File: src/rtl/mac_pkg.sv
// mac_pkg: shared constants and the feeder FSM state type for the MAC array
// feeder and its operand buffer.
package mac_pkg;

    localparam int DEFAULT_DATA_WIDTH = 8;
    localparam int DEFAULT_ROWS       = 8;
    localparam int DEFAULT_DEPTH      = 8;

    // Each MAC row accumulates into a sum three operands wide.
    localparam int ACC_WIDTH = 3 * DEFAULT_DATA_WIDTH;

    typedef enum logic [2:0] {
        IDLE   = 3'd0,
        CLEAR  = 3'd1,
        STREAM = 3'd2,
        DRAIN  = 3'd3,
        DONE   = 3'd4
    } feederState_e;

endpackage

File: src/rtl/mac_operand_buffer.sv
// mac_operand_buffer: holds the A matrix (ROWS x DEPTH) and the B vector
// (DEPTH). Writes are decoded from a single write port. Reads are
// combinational: one A element per row (each row has its own column) plus
// one B element.
module mac_operand_buffer
    import mac_pkg::*;
#(
    parameter int DATA_WIDTH = DEFAULT_DATA_WIDTH,
    parameter int ROWS       = DEFAULT_ROWS,
    parameter int DEPTH      = DEFAULT_DEPTH
) (
    input  logic                          clk,
    input  logic                          rst_n,
    input  logic                          wrEn_i,
    input  logic                          wrSel_i,
    input  logic [$clog2(ROWS)-1:0]       wrRow_i,
    input  logic [$clog2(DEPTH)-1:0]      wrCol_i,
    input  logic [DATA_WIDTH-1:0]         wrData_i,
    input  logic [ROWS*$clog2(DEPTH)-1:0] rdColA_i,
    output logic [ROWS*DATA_WIDTH-1:0]    rdDataA_o,
    input  logic [$clog2(DEPTH)-1:0]      rdColB_i,
    output logic [DATA_WIDTH-1:0]         rdDataB_o
);

    localparam int COL_W = $clog2(DEPTH);

    logic [DATA_WIDTH-1:0] aMem_q [ROWS][DEPTH];
    logic [DATA_WIDTH-1:0] bMem_q [DEPTH];

    logic rowInRange;
    logic colInRange;

    // Range-check the write address; only matters for non-power-of-2 sizes.
    always_comb begin
        rowInRange = (int'(wrRow_i) < ROWS);
        colInRange = (int'(wrCol_i) < DEPTH);
    end

    // Operand storage: cleared on reset, written one element per accepted strobe.
    always_ff @(posedge clk or negedge rst_n) begin
        if (!rst_n) begin
            for (int r = 0; r < ROWS; r++) begin
                for (int k = 0; k < DEPTH; k++) begin
                    aMem_q[r][k] <= '0;
                end
            end
            for (int k = 0; k < DEPTH; k++) begin
                bMem_q[k] <= '0;
            end
        end else if (wrEn_i && colInRange) begin
            if (wrSel_i) begin
                bMem_q[wrCol_i] <= wrData_i;
            end else if (rowInRange) begin
                aMem_q[wrRow_i][wrCol_i] <= wrData_i;
            end
        end
    end

    // Combinational read: every row looks up its own column; B has one column.
    always_comb begin
        rdDataA_o = '0;
        rdDataB_o = '0;
        for (int r = 0; r < ROWS; r++) begin
            if (int'(rdColA_i[r*COL_W +: COL_W]) < DEPTH) begin
                rdDataA_o[r*DATA_WIDTH +: DATA_WIDTH] = aMem_q[r][rdColA_i[r*COL_W +: COL_W]];
            end
        end
        if (int'(rdColB_i) < DEPTH) begin
            rdDataB_o = bMem_q[rdColB_i];
        end
    end

endmodule

File: src/rtl/mac_array_feeder.sv
// mac_array_feeder: sequences one matrix-vector pass into the MAC array.
// It clears the accumulators, then streams skewed A operands and the B vector,
// drains one cycle so the last accumulate lands, and pulses done.
// Every output is registered, so each output lags the FSM state by one cycle.
module mac_array_feeder
    import mac_pkg::*;
#(
    parameter int DATA_WIDTH = DEFAULT_DATA_WIDTH,
    parameter int ROWS       = DEFAULT_ROWS,
    parameter int DEPTH      = DEFAULT_DEPTH
) (
    input  logic                       clk,
    input  logic                       rst_n,
    input  logic                       wr_en,
    input  logic                       wr_sel,
    input  logic [$clog2(ROWS)-1:0]    wr_row,
    input  logic [$clog2(DEPTH)-1:0]   wr_col,
    input  logic [DATA_WIDTH-1:0]      wr_data,
    input  logic                       start,
    output logic                       busy,
    output logic                       done,
    output logic                       clr_out,
    output logic [ROWS-1:0]            en_out,
    output logic [ROWS*DATA_WIDTH-1:0] a_out,
    output logic [DATA_WIDTH-1:0]      b_out
);

    localparam int COL_W = $clog2(DEPTH);
    localparam int T_LEN = DEPTH + ROWS - 1;
    localparam int T_W   = $clog2(DEPTH + ROWS);

    feederState_e state_q, state_d;
    logic [T_W-1:0] tCount_q, tCount_d;

    logic                       busy_q, busy_d;
    logic                       done_q, done_d;
    logic                       clr_q, clr_d;
    logic [ROWS-1:0]            en_q, en_d;
    logic [ROWS*DATA_WIDTH-1:0] aOut_q, aOut_d;
    logic [DATA_WIDTH-1:0]      bOut_q, bOut_d;

    logic                       writeOpen;
    logic                       bValid;
    logic [ROWS*COL_W-1:0]      rdColA;
    logic [ROWS*DATA_WIDTH-1:0] rdDataA;
    logic [COL_W-1:0]           rdColB;
    logic [DATA_WIDTH-1:0]      rdDataB;

    // Writes land only while truly idle: FSM in IDLE and busy already low.
    always_comb begin
        writeOpen = (state_q == IDLE) && !busy_q;
    end

    mac_operand_buffer #(
        .DATA_WIDTH (DATA_WIDTH),
        .ROWS       (ROWS),
        .DEPTH      (DEPTH)
    ) operandBuffer (
        .clk       (clk),
        .rst_n     (rst_n),
        .wrEn_i    (wr_en && writeOpen),
        .wrSel_i   (wr_sel),
        .wrRow_i   (wr_row),
        .wrCol_i   (wr_col),
        .wrData_i  (wr_data),
        .rdColA_i  (rdColA),
        .rdDataA_o (rdDataA),
        .rdColB_i  (rdColB),
        .rdDataB_o (rdDataB)
    );

    // FSM state and stream counter register.
    always_ff @(posedge clk or negedge rst_n) begin
        if (!rst_n) begin
            state_q  <= IDLE;
            tCount_q <= '0;
        end else begin
            state_q  <= state_d;
            tCount_q <= tCount_d;
        end
    end

    // Next-state logic: one clear cycle, T stream steps, one drain, one done.
    always_comb begin
        state_d  = state_q;
        tCount_d = tCount_q;
        unique case (state_q)
            IDLE: begin
                if (start) begin
                    state_d = CLEAR;
                end
            end
            CLEAR: begin
                state_d  = STREAM;
                tCount_d = '0;
            end
            STREAM: begin
                if (tCount_q == T_W'(T_LEN - 1)) begin
                    state_d = DRAIN;
                end else begin
                    tCount_d = tCount_q + T_W'(1);
                end
            end
            DRAIN: begin
                state_d = DONE;
            end
            DONE: begin
                state_d = IDLE;
            end
            default: begin
                state_d = IDLE;
            end
        endcase
    end

    // Skew decode: row r is active for r <= t < r+DEPTH and reads column t-r.
    always_comb begin
        int tInt;
        tInt   = int'(tCount_q);
        en_d   = '0;
        rdColA = '0;
        rdColB = '0;
        bValid = 1'b0;
        clr_d  = (state_q == CLEAR);
        done_d = (state_q == DONE);
        busy_d = (state_q != IDLE);
        if (state_q == STREAM) begin
            for (int r = 0; r < ROWS; r++) begin
                if ((tInt >= r) && (tInt < r + DEPTH)) begin
                    en_d[r]                    = 1'b1;
                    rdColA[r*COL_W +: COL_W] = COL_W'(tInt - r);
                end
            end
            if (tInt < DEPTH) begin
                bValid = 1'b1;
                rdColB = COL_W'(tInt);
            end
        end
    end

    // Operand muxing: inactive rows and the B tail are forced to zero.
    always_comb begin
        aOut_d = '0;
        bOut_d = '0;
        for (int r = 0; r < ROWS; r++) begin
            if (en_d[r]) begin
                aOut_d[r*DATA_WIDTH +: DATA_WIDTH] = rdDataA[r*DATA_WIDTH +: DATA_WIDTH];
            end
        end
        if (bValid) begin
            bOut_d = rdDataB;
        end
    end

    // Output registers; reset drives every output low immediately.
    always_ff @(posedge clk or negedge rst_n) begin
        if (!rst_n) begin
            busy_q <= 1'b0;
            done_q <= 1'b0;
            clr_q  <= 1'b0;
            en_q   <= '0;
            aOut_q <= '0;
            bOut_q <= '0;
        end else begin
            busy_q <= busy_d;
            done_q <= done_d;
            clr_q  <= clr_d;
            en_q   <= en_d;
            aOut_q <= aOut_d;
            bOut_q <= bOut_d;
        end
    end

    assign busy    = busy_q;
    assign done    = done_q;
    assign clr_out = clr_q;
    assign en_out  = en_q;
    assign a_out   = aOut_q;
    assign b_out   = bOut_q;

endmodule

File: config.mk
export PLATFORM = sky130hd
export DESIGN_NAME = mac_array_feeder
export DESIGN_NICKNAME = d
export VERILOG_FILES = /design/src/rtl/mac_pkg.sv /design/src/rtl/mac_operand_buffer.sv /design/src/rtl/mac_array_feeder.sv
export SDC_FILE = /design/constraint.sdc
export NUM_CORES = 1
export LEC_CHECK = 0
export ABC_AREA = 1
export BUFFER_PORTS_ARGS = -buffer_cell sky130_fd_sc_hd__buf_2
export CAP_MARGIN = 40
export CORE_MARGIN = 2
export CORE_UTILIZATION = 44
export CTS_BUF_LIST = sky130_fd_sc_hd__clkbuf_8 sky130_fd_sc_hd__clkbuf_16
export DETAILED_ROUTE_END_ITERATION = 8
export GPL_TIMING_DRIVEN = 0
export PLACE_DENSITY = 0.6
export SLEW_MARGIN = 10
export SYNTH_ARGS = -nofsm -noshare
export SYNTH_HDL_FRONTEND = slang
export SYNTH_SLANG_ARGS = --single-unit
File: constraint.sdc
create_clock -name clk -period 4.1 [get_ports clk]
set_input_delay 0.615 -clock clk [delete_from_list [all_inputs] [get_ports clk]]
set_output_delay 0.615 -clock clk [all_outputs]
set_load 0.005 [all_outputs]
==> run summary, run 1 <==
* initial drt markers: 2440
* proportion of layout cells with a drive suffix above 1: 0.1113
* maxcap violations: 0
* Top Usage Layer GRT: met2
* worst min-delay path class: in2async
* GR Layer Usage met3: 0.04375
* post-synthesis area per instance: 8.455 µm²
* final routed wire length divided by cell count: 20.25 µm
* Static Leak: 15.89 nW
* met1 track demand over resource: 0.3970
* fraction of power consumed by sequential logic: 0.448
* run status: completed
* detailed-routing iteration count for the pre-antenna-repair pass: 6
* overall routing resource usage: 0.2745
* die span in y: 261.4 µm
* net switching power of the design: 0.004761 W
* placed wire-length estimate: 63430 µm
* count of placed standard cells including taps: 4434
* pin count of the biggest net entering global routing: 110
* logic depth of the worst register-to-register path: 12
* net count reported at finish: 3672
* clock network fraction of design power: 0.408
* Final Skew: 24.89 ps
* # port buffers: 101
* cells along the critical path: clkinvlp_4, clkbuf_1, buf_2, ha_1, xnor2_1, inv_1, nor2_1, clkbuf_1, nand3_1, nand3_1, nand2_1, inv_1
* wire length of the first global-routing pass: 142800 µm
* number of pins with negative max-slew slack in the final report: 0
* later-pin clock latency in the skew report: 610 ps
* critical-path cell with the highest stage delay: sky130_fd_sc_hd__xnor2_1
* number of top-level design ports: 102
* post-synthesis register bit count: 666
* total of warnings raised by yosys: 0
* Max Clk Rate: 253.2 MHz
* Data required, critical path: 4650 ps
* sequential share of the synthesized area: 0.5715
* startpoint of the worst-slack reg-to-reg timing path: tCount_q[0]
* number of antenna violations at the first check in global routing: 0
* global routing met2 resource utilization: 0.4177
* count of distinct cell types in the synthesized netlist: 29
* largest cells by area after synthesis: sky130_fd_sc_hd__dfrtp_1, sky130_fd_sc_hd__nand2_1, sky130_fd_sc_hd__nand3_1, sky130_fd_sc_hd__o21ai_1, sky130_fd_sc_hd__o21ai_0
* Layout fillers: 6334
* commonest non-fill, non-tap cell in the layout: sky130_fd_sc_hd__nand2_1
* Post-Syn Nets: 3475
* post-layout min period: 3949 ps
* number of buffers created by CTS: 74
* cell at the root of the clock tree: sky130_fd_sc_hd__clkbuf_16
* antenna diode instance count: 0
* synthesized instance count: 3449
* source of the critical timing path: tCount_q[0]
* dominant delay contributor by cell family on the critical path: buffers and inverters
* Hold Vio Cnt, Final: 0
* Crit Path Category: reg2reg
* routability-driven placement congestion ratio: 0.9145
* Starting Density: 0.4443
* Post-Route WL: 92460 µm
* number of global-route vias before repair: 23500
* endpoint of the most critical register-to-register path: a_out[14]
* data arrival time of the critical path: 4500 ps
* Synth top area share: 0.5715
* depth of the critical timing path with buffers and inverters included: 12
* vias post-DR: 24720
* Logic pwr share: 0.144
* buffers plus inverters on the worst setup path: 6
* utilization of the core after routing: 0.5114
* layout overhead on the synthesized area: 15.10%
* power per standard cell area: 494.3 mW/mm²
* largest area contributor in the netlist: sky130_fd_sc_hd__dfrtp_1
* Clock Pin Slew Worst Setup and Hold Paths: 60 ps
* Sw Ratio: 0.2869
* Slew headroom: 0.3578
* TNS Setup: 0 ps
* TritonCTS clock tree: done
* largest buffer count on any clock path: 3
* number of standard-cell rows in the floorplan: 94
* total congestion overflow: 0
* via density per instance: 5.413
* CP Capture Type: flop
* CTS sink cnt: 666
* slew at the pin with the worst max-slew slack: 963.4 ps
* Post-Syn Area: 0.02916 mm²
* H-Tree Depth: 3
* timing endpoint of the critical path: a_out[14]
* number of hold buffers added after cts: 0
* non-filler instance count after layout: 4566
* delay of the slowest cell on the worst path: 590 ps
* Antenna Nets Post-Route: 0
* Core Footprint: 0.06563 mm²
* total DRC errors in the routed layout: 0
* maximum net fanout on the critical path: 12
* Power Total: 0.01659 W
* Internal: 0.01183 W
* Die Span X: 261.4 µm
* commonest cells after routing, fill and taps aside: sky130_fd_sc_hd__nand2_1, sky130_fd_sc_hd__dfrtp_1, sky130_fd_sc_hd__nand3_1
* VDD IR-drop max: 0.3560 mV
* setup-violating endpoint count in the final report: 0
* Final Cycle Share: 0.9632
* reg-to-reg slack, setup: 150 ps
* Die Outline Area: 0.06835 mm²
* startpoint class of the critical path: flop
[state kept, by name, indices dropped and copies added, names as in the netlist, 3 cells and up]
name                  flops
operandBuffer.aMem_q    512
a_out                    64
operandBuffer.bMem_q     64
b_out                     8
en_out                    8
tCount_q                  4
state_q                   3
[power groups by stage]
stage	logic, W	clock network, W	registers (W)
floorplan	0.00137	0	0.00747
global placement	0.00228	0	0.00754
detailed placement	0.00237	0	0.00753
CTS	0.00238	0.00687	0.00742
global route	0.00265	0.00716	0.00749
finish	0.00240	0.00676	0.00743
[cells in the mapped netlist]
cell                       number
sky130_fd_sc_hd__xnor2_1        1
sky130_fd_sc_hd__nand3b_1       1
sky130_fd_sc_hd__nor2_8         8
sky130_fd_sc_hd__o22ai_1        1
sky130_fd_sc_hd__nand3_1      419
sky130_fd_sc_hd__nor3b_2        1
sky130_fd_sc_hd__o211ai_1      16
sky130_fd_sc_hd__o221a_2        1
sky130_fd_sc_hd__o21ai_1      403
sky130_fd_sc_hd__clkbuf_1     151
sky130_fd_sc_hd__a21oi_2        1
sky130_fd_sc_hd__a21oi_1       59
sky130_fd_sc_hd__o21ai_0      171
sky130_fd_sc_hd__buf_2         71
sky130_fd_sc_hd__nor2_1        81
sky130_fd_sc_hd__inv_2          1
sky130_fd_sc_hd__nand2_1     1136
sky130_fd_sc_hd__buf_1          6
sky130_fd_sc_hd__inv_1        119
sky130_fd_sc_hd__nand2_2       65
sky130_fd_sc_hd__nand2_4        1
sky130_fd_sc_hd__nor2_2         5
sky130_fd_sc_hd__dfrtp_1      666
sky130_fd_sc_hd__nand3_2        1
sky130_fd_sc_hd__nand4_1       44
sky130_fd_sc_hd__nor3_1         4
sky130_fd_sc_hd__ha_1           7
sky130_fd_sc_hd__o221ai_1       1
sky130_fd_sc_hd__nor3_2         8
[metrics by stage]
step | setup WS (ps) | area (µm²) | hold slack, ps
2_1_floorplan | 1176 | 29160 | 319.4
3_3_place_gp | -12050 | 30750 | 465.6
3_5_place_dp | -347.8 | 31070 | 473.1
4_1_cts | 172.9 | 33540 | 34.29
5_1_grt | -8.574 | 33560 | 75.26
6_report | 151.0 | 33560 | 26.59
[layer usage]
| metal | share of wire | vias up |
|---|---|---|
| met3 | 0.062 | 170 |
| li1 | - | 11790 |
| met4 | 0.034 | 0 |
| met5 | 0 | - |
| met2 | 0.45 | 783 |
| met1 | 0.45 | 11970 |
[kinds of logic after synthesis]
logic type | Yosys count | synth area share
xor gates and xnor gates | 1 | 0.0003004
and+or+nand+nor | 1774 | 0.2634
AOI/OAI and AO/OA | 653 | 0.1140
buffers and inverters | 348 | 0.04784
DFF | 666 | 0.5715
adders and majority gates | 7 | 0.003003
[cell type report]
| cell class | count | area, µm² | share of cell area |
|---|---|---|---|
| plain buffers | 227 | 944.7 | 0.02814 |
| clock buffers | 97 | 2202 | 0.06561 |
| clock inverters | 35 | 277.8 | 0.008276 |
| inverters | 120 | 454.2 | 0.01353 |
| multi-input cells | 2435 | 11110 | 0.3311 |
| flip-flops and latches | 666 | 16670 | 0.4965 |
| well taps | 864 | 1081 | 0.03221 |
| repair buffers | 122 | 827.0 | 0.02464 |
[timing repair]
action | 4_1_cts | 5_1_grt
resized for setup | 1 | 6
buffers inserted | 0 | 0
pin swaps | 0 | 0
setup endpoints to repair | 27 | 12
cloned | 0 | 0
[worst reg2reg max path: stages (launching register included)]
cell	delay [ps]
sky130_fd_sc_hd__dfrtp_1	500
sky130_fd_sc_hd__clkinvlp_4	360
sky130_fd_sc_hd__clkbuf_1	330
sky130_fd_sc_hd__buf_2	320
sky130_fd_sc_hd__ha_1	290
sky130_fd_sc_hd__xnor2_1	590
sky130_fd_sc_hd__inv_1	340
sky130_fd_sc_hd__nor2_1	370
sky130_fd_sc_hd__clkbuf_1	370
sky130_fd_sc_hd__nand3_1	140
sky130_fd_sc_hd__nand3_1	90
sky130_fd_sc_hd__nand2_1	120
sky130_fd_sc_hd__inv_1	70
[worst min-delay path by stage]
stage,from,endpoint
floorplan,rst_n,a_out[0]
global placement,operandBuffer.aMem_q[208],operandBuffer.aMem_q[208]
detailed placement,operandBuffer.aMem_q[115],operandBuffer.aMem_q[115]
CTS,rst_n,operandBuffer.bMem_q[14]
global route,rst_n,operandBuffer.bMem_q[4]
finish,rst_n,operandBuffer.bMem_q[4]
(Power assumes the default switching activity.)
==> run 2, diff against run 1 <==
Settings changed: PLACE_DENSITY 0.6 to 0.69.
==> run 2 against run 1 <==
  * Maximum frequency is 2.6% higher
  * Non-clock buffer count fell by 1
  * Combinational power fell by 2%
  * Hold slack improved by 270 ps
  * Critical endpoint is now a_out[40]
==> run summary, run 2 (synthesis gave the netlist of run 1 again) <==
* run status: completed
* layout overhead on the synthesized area: 14.96%
* proportion of layout cells with a drive suffix above 1: 0.1094, -0.001895
* Static Leak: 15.84 nW, -0.28%
* Final Skew: 25.82 ps, +0.9344 ps
* commonest cells after routing, fill and taps aside: sky130_fd_sc_hd__nand2_1, sky130_fd_sc_hd__dfrtp_1, sky130_fd_sc_hd__nand3_1
* net count reported at finish: 3668, -0.11%
* die span in y: 261.4 µm, unchanged
* logic depth of the worst register-to-register path: 13, +1
* number of antenna violations at the first check in global routing: 4, +4
* maxcap violations: 0, unchanged
* largest buffer count on any clock path: 3, unchanged
* Crit Path Category: reg2reg
* initial drt markers: 2927, +20%
* placed wire-length estimate: 61390 µm, -3.2%
* Final Cycle Share: 0.9385, -0.02469
* VDD IR-drop max: 0.3050 mV, -14%
* non-filler instance count after layout: 4558, -0.18%
* commonest non-fill, non-tap cell in the layout: sky130_fd_sc_hd__nand2_1
* Data required, critical path: 4640 ps, about the same
* Internal: 0.01187 W, +0.33%
* later-pin clock latency in the skew report: 620 ps, about the same
* met1 track demand over resource: 0.3719, -0.02509
* power per standard cell area: 494.3 mW/mm², about the same
* slew at the pin with the worst max-slew slack: 938.2 ps, -25.16 ps
* Top Usage Layer GRT: met2
* Starting Density: 0.4443, unchanged
* startpoint class of the critical path: flop
* count of placed standard cells including taps: 4433, -0.023%
* Die Span X: 261.4 µm, unchanged
* Power Total: 0.01657 W, -0.13%
* Core Footprint: 0.06563 mm², unchanged
* count of cells along the worst hold path: 3
* RSZ-0062 raised after global routing: no
* number of standard-cell rows in the floorplan: 94, unchanged
* cell at the root of the clock tree: sky130_fd_sc_hd__clkbuf_16
* number of flip-flops under the largest register name: 512, unchanged
* number of global-route vias before repair: 23920, +1.8%
* CTS sink cnt: 666, unchanged
* largest register by flop count: operandBuffer.aMem_q
* Clock Pin Slew Worst Setup and Hold Paths: 60 ps, about the same
* Antenna Nets Post-Route: 0, unchanged
* # port buffers: 101, unchanged
* total congestion overflow: 0, unchanged
* number of pins with negative max-slew slack in the final report: 0, unchanged
* total DRC errors in the routed layout: 0, unchanged
* Layout fillers: 6200, -2.1%
* maximum net fanout on the critical path: 12, unchanged
* via density per instance: 5.538, +2.3%
* detailed-routing iteration count for the pre-antenna-repair pass: 8, +2
* overall routing resource usage: 0.2658, -0.008739
* final routed wire length divided by cell count: 19.61 µm, -3.2%
* Hold Vio Cnt, Final: 0, unchanged
* Sw Ratio: 0.2836, -0.003329
* routability-driven placement congestion ratio: 0.9428, +3.1%
* Slew headroom: 0.3745, +0.01677
* GR Layer Usage met3: 0.05052, +0.006775
* buffers inserted during post-CTS setup optimization: 0, unchanged
* post-layout min period: 3848 ps, -101.2 ps
* utilization of the core after routing: 0.5108, -0.0006290
* vias post-DR: 25240, +2.1%
* clock network fraction of design power: 0.410, +0.002
* worst min-delay path class: in2reg
* number of top-level design ports: 102, unchanged
* Post-Route WL: 89380 µm, -3.3%
* TNS Setup: 0 ps, unchanged
* H-Tree Depth: 3, unchanged
* data arrival time of the critical path: 4390 ps, -110 ps
* TritonCTS clock tree: done
* CP Capture Type: flop
* Die Outline Area: 0.06835 mm², unchanged
* Post-Route Hold Slack: 299.1 ps, +272.5 ps
* net switching power of the design: 0.004699 W, -1.3%
* setup-violating endpoint count in the final report: 0, unchanged
* Logic pwr share: 0.141, -0.003
* pin count of the biggest net entering global routing: 112, +1.8%
* wire length of the first global-routing pass: 139700 µm, -2.2%
* fraction of power consumed by sequential logic: 0.449, about the same
* number of buffers created by CTS: 71, -4.1%
* global routing met2 resource utilization: 0.4073, -0.01044
* Max Clk Rate: 259.9 MHz, +2.6%
==> run 2: cell types whose count changed in the layout (fill, tap and decap cells not counted), moves of 3 or more <==
cell                        previous run  this run
sky130_fd_sc_hd__bufinv_16             4        10
sky130_fd_sc_hd__clkbuf_8             20        11
sky130_fd_sc_hd__clkbuf_16            77        73
sky130_fd_sc_hd__clkinv_2             13        16
sky130_fd_sc_hd__buf_6                 7         2
sky130_fd_sc_hd__inv_1               130       126
==> run 2: timing repair <==
action / 4_1_cts / 5_1_grt
endpoints found under the hold margin: 1 / 0
hold buffers: 1 / 0
gates resized for setup: 1 / 2
endpoints found under the setup margin: 20 / 7
gates cloned: 0 / 0
==> run 2: metal layers <==
layer  part of all wire  wire length (µm)
met3              0.083              7385
met2               0.45             40160
met4              0.040              3559
met1               0.43             38270
met5                  0                 0
==> run 2: final cells by class <==
cell class	instances	area, µm²	area share
antenna	1	2.502	0.00007465
buffer	227	943.4	0.02814
clock buffer	84	1978	0.05901
clock inverter	40	461.7	0.01377
inverter	120	450.4	0.01344
multi-input combinational	2435	11110	0.3314
sequential	666	16670	0.4971
tap	864	1081	0.03225
timing repair buffer	121	830.8	0.02478
==> run 2: path summary, 6_finish.rpt <==
path,startpoint,to,slack [ps]
max in group asynchronous,rst_n,clr_out,1930
max,tCount_q[0],a_out[40],250
min,wr_data[4],operandBuffer.bMem_q[4],300
max reg2reg,tCount_q[0],a_out[40],250
min in group asynchronous,rst_n,b_out[5],360
min reg2reg,operandBuffer.aMem_q[276],operandBuffer.aMem_q[276],480
==> run 2: power groups by stage <==
stage / Clock (W) / Sequential [W] / Combinational (W)
after floorplan: 0 / 0.00747 / 0.00137
after global placement: 0 / 0.00753 / 0.00222
after detailed placement: 0 / 0.00753 / 0.00231
after CTS: 0.00690 / 0.00743 / 0.00232
after global routing: 0.00717 / 0.00749 / 0.00260
final: 0.00680 / 0.00744 / 0.00234
==> run 2: critical path, cell delays in order (launching register included) <==
cell and delay, ps:
sky130_fd_sc_hd__dfrtp_1 450, sky130_fd_sc_hd__inv_1 390, sky130_fd_sc_hd__clkbuf_2 350, sky130_fd_sc_hd__buf_2 350, sky130_fd_sc_hd__ha_1 250, sky130_fd_sc_hd__o21ai_0 100
sky130_fd_sc_hd__o21ai_1 330, sky130_fd_sc_hd__nand2_1 230, sky130_fd_sc_hd__nor2_1 450, sky130_fd_sc_hd__inv_1 180, sky130_fd_sc_hd__clkbuf_1 280, sky130_fd_sc_hd__nand3_1 130
sky130_fd_sc_hd__nand3_1 110, sky130_fd_sc_hd__nand2_1 140
==> run 2: through the flow <==
step	cell area, µm²	worst slack [ps]
2_1_floorplan	29160	1176
3_3_place_gp	30750	-11710
3_5_place_dp	31070	-338.8
4_1_cts	33520	159.5
5_1_grt	33520	4.702
6_report	33520	252.2
==> run 3, diff against run 2 <==
Settings changed: RECOVER_POWER from default to 25.
==> run 3 against run 2 <==
  * Die area stayed put
  * Routed wire length hardly changed
  * Highest routed layer unchanged
  * Critical path depth stayed put
  * Largest cell class unchanged
  * Largest power group unchanged
  * The flow now finishes with violations (capacitance limit, slew limit)
  * Register-to-register slack worse by 30 ps
  * Clock skew is 1.5 ps lower
==> run summary, run 3 (synthesis gave the netlist of run 1 again) <==
* run status: finished with violations
* violations in the final reports: capacitance limit, slew limit
* largest register by flop count: operandBuffer.aMem_q
* RSZ-0062 raised after global routing: no
* number of antenna violations at the first check in global routing: 4, unchanged
* clock network fraction of design power: 0.411, about the same
* Clock Pin Slew Worst Setup and Hold Paths: 60 ps, about the same
* startpoint class of the critical path: flop
* overall routing resource usage: 0.2658, unchanged
* setup-violating endpoint count in the final report: 0, unchanged
* slew at the pin with the worst max-slew slack: 2182 ps, +1244 ps
* Die Outline Area: 0.06835 mm², unchanged
* Final Skew: 24.36 ps, -1.461 ps
* number of flip-flops under the largest register name: 512, unchanged
* later-pin clock latency in the skew report: 620 ps, about the same
* net count reported at finish: 3668, unchanged
* number of top-level design ports: 102, unchanged
* met1 track demand over resource: 0.3719, unchanged
* proportion of layout cells with a drive suffix above 1: 0.1010, -0.008394
* # port buffers: 101, unchanged
* vias post-DR: 25090, -0.60%
* data arrival time of the critical path: 4420 ps, +30 ps
* routability-driven placement congestion ratio: 0.9428, unchanged
* placed wire-length estimate: 61390 µm, unchanged
* Internal: 0.01185 W, -0.14%
* initial drt markers: 3027, +3.4%
* die span in y: 261.4 µm, unchanged
* VDD IR-drop max: 0.3055 mV, +0.18%
* global routing met2 resource utilization: 0.4073, unchanged
* TNS Setup: 0 ps, unchanged
* total DRC errors in the routed layout: 0, unchanged
* Final Cycle Share: 0.9465, +0.008031
* Post-Place Cell Area: 0.03107 mm², unchanged
* maximum net fanout on the critical path: 12, unchanged
* non-filler instance count after layout: 4558, unchanged
* Post-Route WL: 89310 µm, about the same
* commonest cells after routing, fill and taps aside: sky130_fd_sc_hd__nand2_1, sky130_fd_sc_hd__dfrtp_1, sky130_fd_sc_hd__nand3_1
* Die Span X: 261.4 µm, unchanged
* Data required, critical path: 4640 ps, about the same
* power per standard cell area: 495.2 mW/mm², +0.19%
* CTS sink cnt: 666, unchanged
* Sw Ratio: 0.2835, about the same
* worst min-delay path class: in2reg
* Logic pwr share: 0.140, about the same
* largest buffer count on any clock path: 3, unchanged
* commonest non-fill, non-tap cell in the layout: sky130_fd_sc_hd__nand2_1
* final std cell area, no fill: 0.03341 mm², -0.34%
* via density per instance: 5.505, -0.60%
* Top Usage Layer GRT: met2
* cell at the root of the clock tree: sky130_fd_sc_hd__clkbuf_16
* wire length of the first global-routing pass: 139700 µm, unchanged
* detailed-routing iteration count for the pre-antenna-repair pass: 7, -1
* Slew headroom: -0.4546, -0.8292
* Power Total: 0.01655 W, -0.15%
* net switching power of the design: 0.004691 W, -0.17%
* fraction of power consumed by sequential logic: 0.449, about the same
* post-layout min period: 3881 ps, +32.93 ps
* TritonCTS clock tree: done
* CP Capture Type: flop
* Crit Path Category: reg2reg
* number of global-route vias before repair: 23920, unchanged
* maxcap violations: 2, +2
* pin count of the biggest net entering global routing: 112, unchanged
* count of placed standard cells including taps: 4433, unchanged
* Starting Density: 0.4443, unchanged
* final routed wire length divided by cell count: 19.59 µm, about the same
* Hold Vio Cnt, Final: 0, unchanged
* Static Leak: 15.69 nW, -0.95%
* number of pins with negative max-slew slack in the final report: 259, +259
* number of buffers created by CTS: 71, unchanged
* H-Tree Depth: 3, unchanged
* number of standard-cell rows in the floorplan: 94, unchanged
* total congestion overflow: 0, unchanged
* GR Layer Usage met3: 0.05052, unchanged
* Core Footprint: 0.06563 mm², unchanged
* layout overhead on the synthesized area: 14.57%
* reg-to-reg slack, setup: 220 ps, -30 ps
* Max Clk Rate: 257.7 MHz, -0.85%
* utilization of the core after routing: 0.5091, -0.001735
* Antenna Nets Post-Route: 0, unchanged
[run 3: timing repair]
action	4_1_cts	5_1_grt
endpoints found under the hold margin	1	0
resized for setup	1	2
setup buffers	0	0
hold buffers	1	0
endpoints found under the setup margin	20	7
[run 3: critical path: stages (launching register included)]
cell and delay (ps):
sky130_fd_sc_hd__dfrtp_1 460, sky130_fd_sc_hd__inv_1 390, sky130_fd_sc_hd__clkbuf_2 350, sky130_fd_sc_hd__buf_2 360
sky130_fd_sc_hd__ha_1 250, sky130_fd_sc_hd__o21ai_0 100, sky130_fd_sc_hd__o21ai_1 330, sky130_fd_sc_hd__nand2_1 230
sky130_fd_sc_hd__nor2_1 460, sky130_fd_sc_hd__inv_1 190, sky130_fd_sc_hd__clkbuf_1 280, sky130_fd_sc_hd__nand3_1 130
sky130_fd_sc_hd__nand3_1 110, sky130_fd_sc_hd__nand2_1 150
[run 3: through the flow]
step,worst slack [ps],hold slack (ps)
2_1_floorplan,1176,319.4
3_3_place_gp,-11710,466.3
3_5_place_dp,-338.8,395.2
4_1_cts,159.5,272.2
5_1_grt,4.702,302.2
6_report,219.3,298.3
[run 3: area by class of cell]
cell class              instances  area (µm²)
clock buffers                  84        1978
well taps                     864        1081
diodes                          1       2.502
multi-input cells            2435       11100
plain buffers                 227       940.9
repair buffers                121       724.4
inverters                     120       450.4
fillers                      6219       32220
clock inverters                40       461.7
flip-flops and latches        666       16670
[run 3: power groups by stage]
stage	logic (W)	registers [W]	clock network [W]
after floorplan	0.00137	0.00747	0
after global placement	0.00222	0.00753	0
after detailed placement	0.00231	0.00753	0
after CTS	0.00232	0.00743	0.00690
after global routing	0.00258	0.00749	0.00717
final	0.00231	0.00744	0.00680
[run 3: layer usage]
layer,vias up,routed length (µm),part of all wire
met5,-,0,0
met4,0,3590,0.040
met3,191,7362,0.082
met2,1065,40140,0.45
met1,12070,38210,0.43
li1,11760,-,-
[run 3: final timing paths]
check                                                  to  cells after the start                 startpoint
worst max-delay path                            a_out[40]                     13                tCount_q[0]
worst min-delay path             operandBuffer.bMem_q[18]                      3                 wr_data[2]
worst max register to register                  a_out[40]                     13                tCount_q[0]
worst min register to register  operandBuffer.aMem_q[276]                      2  operandBuffer.aMem_q[276]
max in group asynchronous       operandBuffer.aMem_q[422]                      4                      rst_n
min in group asynchronous                        b_out[5]                      2                      rst_n
